[config.mk]
export PLATFORM = sky130hd
export DESIGN_NAME = prog_ctr
export DESIGN_NICKNAME = d
export VERILOG_FILES = /design/src/rtl/prog_ctr.sv
export SDC_FILE = /design/constraint.sdc
export NUM_CORES = 1
export LEC_CHECK = 0
export ABC_AREA = 1
export BUFFER_PORTS_ARGS = -buffer_cell sky130_fd_sc_hd__buf_2
export CORE_MARGIN = 4
export CORE_UTILIZATION = 45
export DETAILED_ROUTE_END_ITERATION = 6
export GPL_ROUTABILITY_DRIVEN = 1
export HOLD_SLACK_MARGIN = 0.08
export PLACE_DENSITY = 0.74
export SYNTH_ARGS = -nofsm -noshare
export SYNTH_HDL_FRONTEND = slang
export SYNTH_SLANG_ARGS = --single-unit
[constraint.sdc]
create_clock -name i_clk -period 4.6 [get_ports i_clk]
set_clock_uncertainty 0.1 [all_clocks]
set_input_delay 0.92 -clock i_clk [delete_from_list [all_inputs] [get_ports i_clk]]
set_output_delay 0.92 -clock i_clk [all_outputs]
set_load 0.01 [all_outputs]
[src/rtl/prog_ctr.sv]
// prog_ctr: program counter for an instruction fetch stage.
// IDLE / RUN / HALTED sequencing with stall, absolute jump, relative branch and halt.
// Optional macro PROG_CTR_LINK_EN adds call/return using a single link register.
module prog_ctr #(
    parameter int unsigned D     = 12,
    parameter int unsigned OFF_W = 8
) (
    input  logic             i_clk,
    input  logic             i_reset,
    input  logic             i_start,
    input  logic [D-1:0]     i_start_addr,
    input  logic             i_stall,
    input  logic             i_jump_en,
    input  logic [D-1:0]     i_jump_addr,
    input  logic             i_branch_en,
    input  logic [OFF_W-1:0] i_branch_off,
    input  logic             i_halt,
`ifdef PROG_CTR_LINK_EN
    input  logic             i_call_en,
    input  logic             i_ret_en,
`endif
    output logic [D-1:0]     o_prog_ctr_out,
    output logic             o_fetch_valid,
    output logic             o_done
);

    typedef enum logic [1:0] {
        ST_IDLE   = 2'd0,
        ST_RUN    = 2'd1,
        ST_HALTED = 2'd2
    } state_t;

    state_t         r_state;
    logic [D-1:0]   r_pc;
    logic           r_fetch_valid;
    logic           r_done;

    logic [D-1:0]   w_pc_inc;
    logic [D-1:0]   w_off_ext;
    logic [D-1:0]   w_branch_tgt;

`ifdef PROG_CTR_LINK_EN
    logic [D-1:0]   r_link;
`endif

    // Sequential and branch targets; D-bit adds wrap naturally in both directions.
    assign w_pc_inc     = r_pc + D'(1);
    assign w_off_ext    = D'($signed(i_branch_off));
    assign w_branch_tgt = r_pc + w_off_ext;

    // State, PC and registered status flags; reset overrides everything.
    always_ff @(posedge i_clk) begin
        if (i_reset) begin
            r_state       <= ST_IDLE;
            r_pc          <= '0;
            r_fetch_valid <= 1'b0;
            r_done        <= 1'b0;
`ifdef PROG_CTR_LINK_EN
            r_link        <= '0;
`endif
        end else begin
            case (r_state)
                ST_IDLE, ST_HALTED: begin
                    if (i_start) begin
                        r_pc          <= i_start_addr;
                        r_state       <= ST_RUN;
                        r_fetch_valid <= 1'b1;
                        r_done        <= 1'b0;
                    end
                end
                ST_RUN: begin
                    if (i_halt) begin
                        r_state       <= ST_HALTED;
                        r_fetch_valid <= 1'b0;
                        r_done        <= 1'b1;
                    end else if (i_stall) begin
                        r_pc          <= r_pc;
                    end
`ifdef PROG_CTR_LINK_EN
                    else if (i_ret_en) begin
                        r_pc          <= r_link;
                    end else if (i_call_en) begin
                        r_link        <= w_pc_inc;
                        r_pc          <= i_jump_addr;
                    end
`endif
                    else if (i_jump_en) begin
                        r_pc          <= i_jump_addr;
                    end else if (i_branch_en) begin
                        r_pc          <= w_branch_tgt;
                    end else begin
                        r_pc          <= w_pc_inc;
                    end
                end
                default: begin
                    r_state       <= ST_IDLE;
                    r_fetch_valid <= 1'b0;
                    r_done        <= 1'b0;
                end
            endcase
        end
    end

    assign o_prog_ctr_out = r_pc;
    assign o_fetch_valid  = r_fetch_valid;
    assign o_done         = r_done;

endmodule
==> run metrics, run 1 <==
hold crit path type=reg2reg; main combinational cell family by area after synthesis=simple AND/OR/NAND/NOR gates; Tmin final=2610 ps; Post-DRT Antenna Nets=0; final net count=340; synth warn=0; WL/cell=11.8 um; clock latency on the worst-skew pair=300 ps; Fill cells=314; synthesized cell area=1410 um^2; sink of the worst hold path=r_state[1]; utilization after layout=0.566; Mean Syn Cell Area=5.78 um^2; Pleak=1.00 nW; Setup crit start kind=flop; Total GRT Usage=0.200; Critical Path End Type=flop; R2R depth=7; H-tree Lvls=1; Synth Flop Type=dfxtp_1; cts hold-fix bufs=0; Clk Tree Root Cell=clkbuf_4; GPL Wtd Cong=0.910; initial core utilization=0.464; ranking of synthesized cells by area=dfxtp_1, nand2_1, a21oi_1; top-count cell post-synth=nand2_1; Core Region=3030 um^2; antenna fix cells=0; Die Y=63.9 um; CTS Buf Count=3; first-pass GRT wire length=6.56 mm; Die Wd=63.9 um; unrepaired setup endpoints after global routing=false; Placement Rows=20; Detailed Place HPWL=3.04 mm; Synth cell types=24; I/O pin cnt=53; clock tree buffer depth=2; fmax=384 MHz; Setup violations, final=0; area occupied by multi-input gates=930 um^2; worst-path maximum fanout=20; Slew Limit Fails=0; final period utilization=0.567; initial antenna violation count=0; #FFs+latches synth=15; actual slew at the worst max-slew pin=665 ps; Overflow after GRT=0; final WL=3.96 mm; final hold vios=0; drt pass-1 iters=4; adder-cell share of the synthesized area=0.0766; vias per cell=4.99; hold depth=2; r2r setup slk=1990 ps; r2r endpoint=o_prog_ctr_out[6]; Synth top area share=0.214; Worst EP arrival=2710 ps; most frequent cells after synthesis=nand2_1, inv_1, a21oi_1; Die ar.=4080 um^2; Register Area=300 um^2; CTS tree=done; XOR/XNOR share of the synthesized area=0.0312; DR vias=1677; setup tns final=0 ps; critical setup path kind=reg2reg; PortBufs=52; Max-slew headroom=0.556; R2R Path Start=r_state[0]; Clock Pin Slew Worst Setup and Hold Paths=110 ps; register area share after synthesis=0.214; Critical Path RT=4700 ps; MaxCap Viol Count=0; post-cts resize count=0; Area Growth Syn to Fin=22.0%; area fraction in compound gates after synthesis=0.215; Residual DRC=0; largest net degree at the start of global routing=23; Syn Inst Count=243; Post-synth EDFFs=0; syn_nets=290; Synth async-reset ratio=0; DR iter-0 viols=85; post-synthesis mux area share=0; ratio of cells with drive above 1 in the final layout=0.212; Synth Area in Simple Gates=0.338; critical hold path startpoint=r_state[1]; postcts setup bufs=0; status=finished, final reports clean; # clock sinks=15; area leader, netlist=dfxtp_1; vias in the first global route=1432; VDD IR-drop max=0.000194 V; Pwr Density=241 nW/um^2
## report_power, final
part | switching, mW | leakage [nW] | internal (mW)
Combinational | 0.103 | 0.865 | 0.0656
Clock | 0.0552 | 0.0139 | 0.0332
Sequential | 0.0129 | 0.124 | 0.143
Total | 0.171 | 1.00 | 0.242
## per-layer routing
layer  wire [um]  track usage  up-vias
met5           0            0        -
met4          25       0.0404        0
met3         270       0.0510        2
met2        1710        0.326       55
met1        1960        0.265      737
li1            -            -      883
## how the worst max path moves through the flow
stage / startpoint / end
after floorplan: i_branch_en / o_prog_ctr_out[4]
after global placement: i_branch_en / o_prog_ctr_out[6]
after detailed placement: i_branch_en / o_prog_ctr_out[6]
after CTS: r_state[0] / o_prog_ctr_out[6]
after global routing: r_state[0] / o_prog_ctr_out[6]
final: r_state[0] / o_prog_ctr_out[6]
## cell usage in the layout (no fill, tap or decap)
cell,netlist,layout
nand2_1,71,71
buf_2,2,52
inv_1,34,34
a21oi_1,27,27
nand3_1,21,21
nor2_1,21,21
dfxtp_1,15,15
o21ai_0,9,9
o21ai_1,8,8
ha_1,7,7
xor2_1,5,5
o211ai_1,5,5
inv_2,3,3
clkbuf_4,0,3
or2_1,2,2
a31oi_1,2,2
a21oi_4,1,1
or2_2,1,1
a211oi_1,1,1
nand4_1,1,1
a21oi_2,1,1
fa_1,1,1
clkinvlp_4,0,1
## kinds of logic after synthesis
logic type / Yosys count
compound gates: 54
xor+xnor: 5
fa+ha+maj: 8
simple gates: 117
flops: 15
buf+inv: 44
## flip-flops by register name, indices dropped and copies added, names as in the netlist
register and flops:
o_fetch_valid 1, r_state 2, o_prog_ctr_out 12
## through the flow
step / hold WS, ps / setup WS, ps / cell area (um^2) / cells / power, mW
6_report: 384 / 1990 / 1710 / 336 / 0.413
5_1_grt: 423 / 1790 / 1710 / 336 / 0.445
4_1_cts: 390 / 1990 / 1710 / 336 / 0.415
3_5_place_dp: 373 / 1820 / 1680 / 332 / 0.326
3_3_place_gp: 368 / 1850 / 1680 / 332 / 0.327
2_1_floorplan: 357 / 2050 / 1410 / 243 / 0.273
## layout make-up
cell class / count / share of cell area
Clock buffer: 3 / 0.0131
Sequential cell: 15 / 0.175
Tap cell: 44 / 0.0321
Multi-Input combinational cell: 184 / 0.542
Timing Repair Buffer: 52 / 0.152
Inverter: 37 / 0.0810
Clock inverter: 1 / 0.00438
## critical path, stage by stage (launching register included)
cell	delay [ps]
dfxtp_1	350
inv_2	70
or2_1	510
inv_1	380
a21oi_4	510
inv_2	200
a21oi_1	260
a21oi_1	100
(Power assumes the default switching activity.)
==> run 2: changes to the inputs <==
- clock period: 4.6 -> 2.47 ns (I/O delays scaled with it)
==> run metrics, run 2 (synthesis gave the netlist of run 1 again) <==
most frequent cells in the layout=nand2_1, buf_2, inv_1; Setup violations, final=0; Total GRT Usage=0.201; drt pass-1 iters=4; Clk Tree Root Cell=clkbuf_4; setup tns final=0 ps; Core Region=3030 um^2; critical setup path kind=in2reg; ratio of cells with drive above 1 in the final layout=0.218; Area Growth Syn to Fin=22.9%; Tmin final=2010 ps; first-pass GRT wire length=6.55 mm; actual slew at the worst max-slew pin=659 ps; Top Metal Used=met4; r2r setup slk=540 ps; Critical Path RT=2600 ps; largest net degree at the start of global routing=23; antenna fix cells=0; Place WS=167 ps; Overflow after GRT=0; CTS tree=done; commonest non-fill, non-tap cell in the layout=nand2_1; I/O pin cnt=53; final period utilization=0.812; vias in the first global route=1464; worst-path maximum fanout=13; post-cts resize count=0; Routed met2 length=1.71 mm; hold crit path type=in2reg; initial antenna violation count=0; final hold vios=0; crit path setup slack, layout=465 ps; MaxCap Viol Count=0; Slew Limit Fails=0; fmax=499 MHz; WL/cell=11.7 um; Die Y=63.9 um; DR iter-0 viols=94; Placement Rows=20; unrepaired setup endpoints after global routing=false; number of flip-flops in the largest register=12; Max-slew headroom=0.560; final net count=342; Critical Path End Type=flop; Residual DRC=0; PortBufs=52; DR vias=1706; H-tree Lvls=1; postcts setup bufs=0; clock tree buffer depth=2; Die ar.=4080 um^2; cts hold-fix bufs=0; Pwr Density=441 nW/um^2; Fill cells=324; routed length on met3=293 um; status=finished, final reports clean; initial core utilization=0.464; area occupied by multi-input gates=930 um^2; # clock sinks=15; CTS Buf Count=3; Post-DRT Antenna Nets=0; vias per cell=5.05; Die Wd=63.9 um; Setup crit start kind=primary input; Clock Pin Slew Worst Setup and Hold Paths=100 ps; Detailed Place HPWL=3.09 mm; Worst EP arrival=2140 ps; Pleak=1.02 nW; VDD IR-drop max=0.000271 V; Register Area=300 um^2; GPL Wtd Cong=0.929; clock latency on the worst-skew pair=290 ps; final WL=3.97 mm; met1 WL=1.94 mm
-- run 2: layout make-up --
type                            count  share of cell area
Clock inverter                      1             0.00290
Multi-Input combinational cell    184               0.538
Sequential cell                    15               0.174
Timing Repair Buffer               54               0.159
Inverter                           37              0.0804
Tap cell                           44              0.0319
Clock buffer                        3              0.0130
-- run 2: report_power, final --
part           total (mW)  internal, mW  leakage [nW]  switching [mW]
clock network       0.152        0.0602        0.0177          0.0914
logic               0.319         0.126         0.874           0.193
registers           0.291         0.267         0.124          0.0240
total               0.762         0.453          1.02           0.308
-- run 2: final timing paths --
path,from,endpoint,depth (start not counted)
worst max-delay path,i_branch_en,o_prog_ctr_out[4],13
worst min register to register,r_state[1],r_state[1],2
worst min-delay path,i_reset,r_state[1],2
worst max register to register,r_state[0],o_prog_ctr_out[10],8
-- run 2: through the flow --
step                      area (um^2)   util  hold slack (ps)  power [mW]  cells
after global routing             1730  0.570              305       0.827    338
after global placement           1700  0.561              364       0.612    334
after detailed placement         1700  0.561              374       0.613    334
after floorplan                  1410      -              357       0.508    243
final                            1730  0.570              304       0.762    338
after CTS                        1730  0.570              289       0.772    338
-- run 2: worst max-delay path: stages --
cell	delay [ps]
buf_2	180
nand2_1	90
ha_1	180
inv_1	60
fa_1	390
inv_1	90
nand3_1	60
nand3_1	80
xor2_1	140
o21ai_0	80
inv_1	70
o21ai_0	70
a21oi_1	140
-- run 2: layer usage --
layer / vias up / global-route usage
met5: - / 0
met4: 0 / 0.0593
met3: 2 / 0.0439
met2: 54 / 0.299
met1: 758 / 0.286
li1: 892 / -
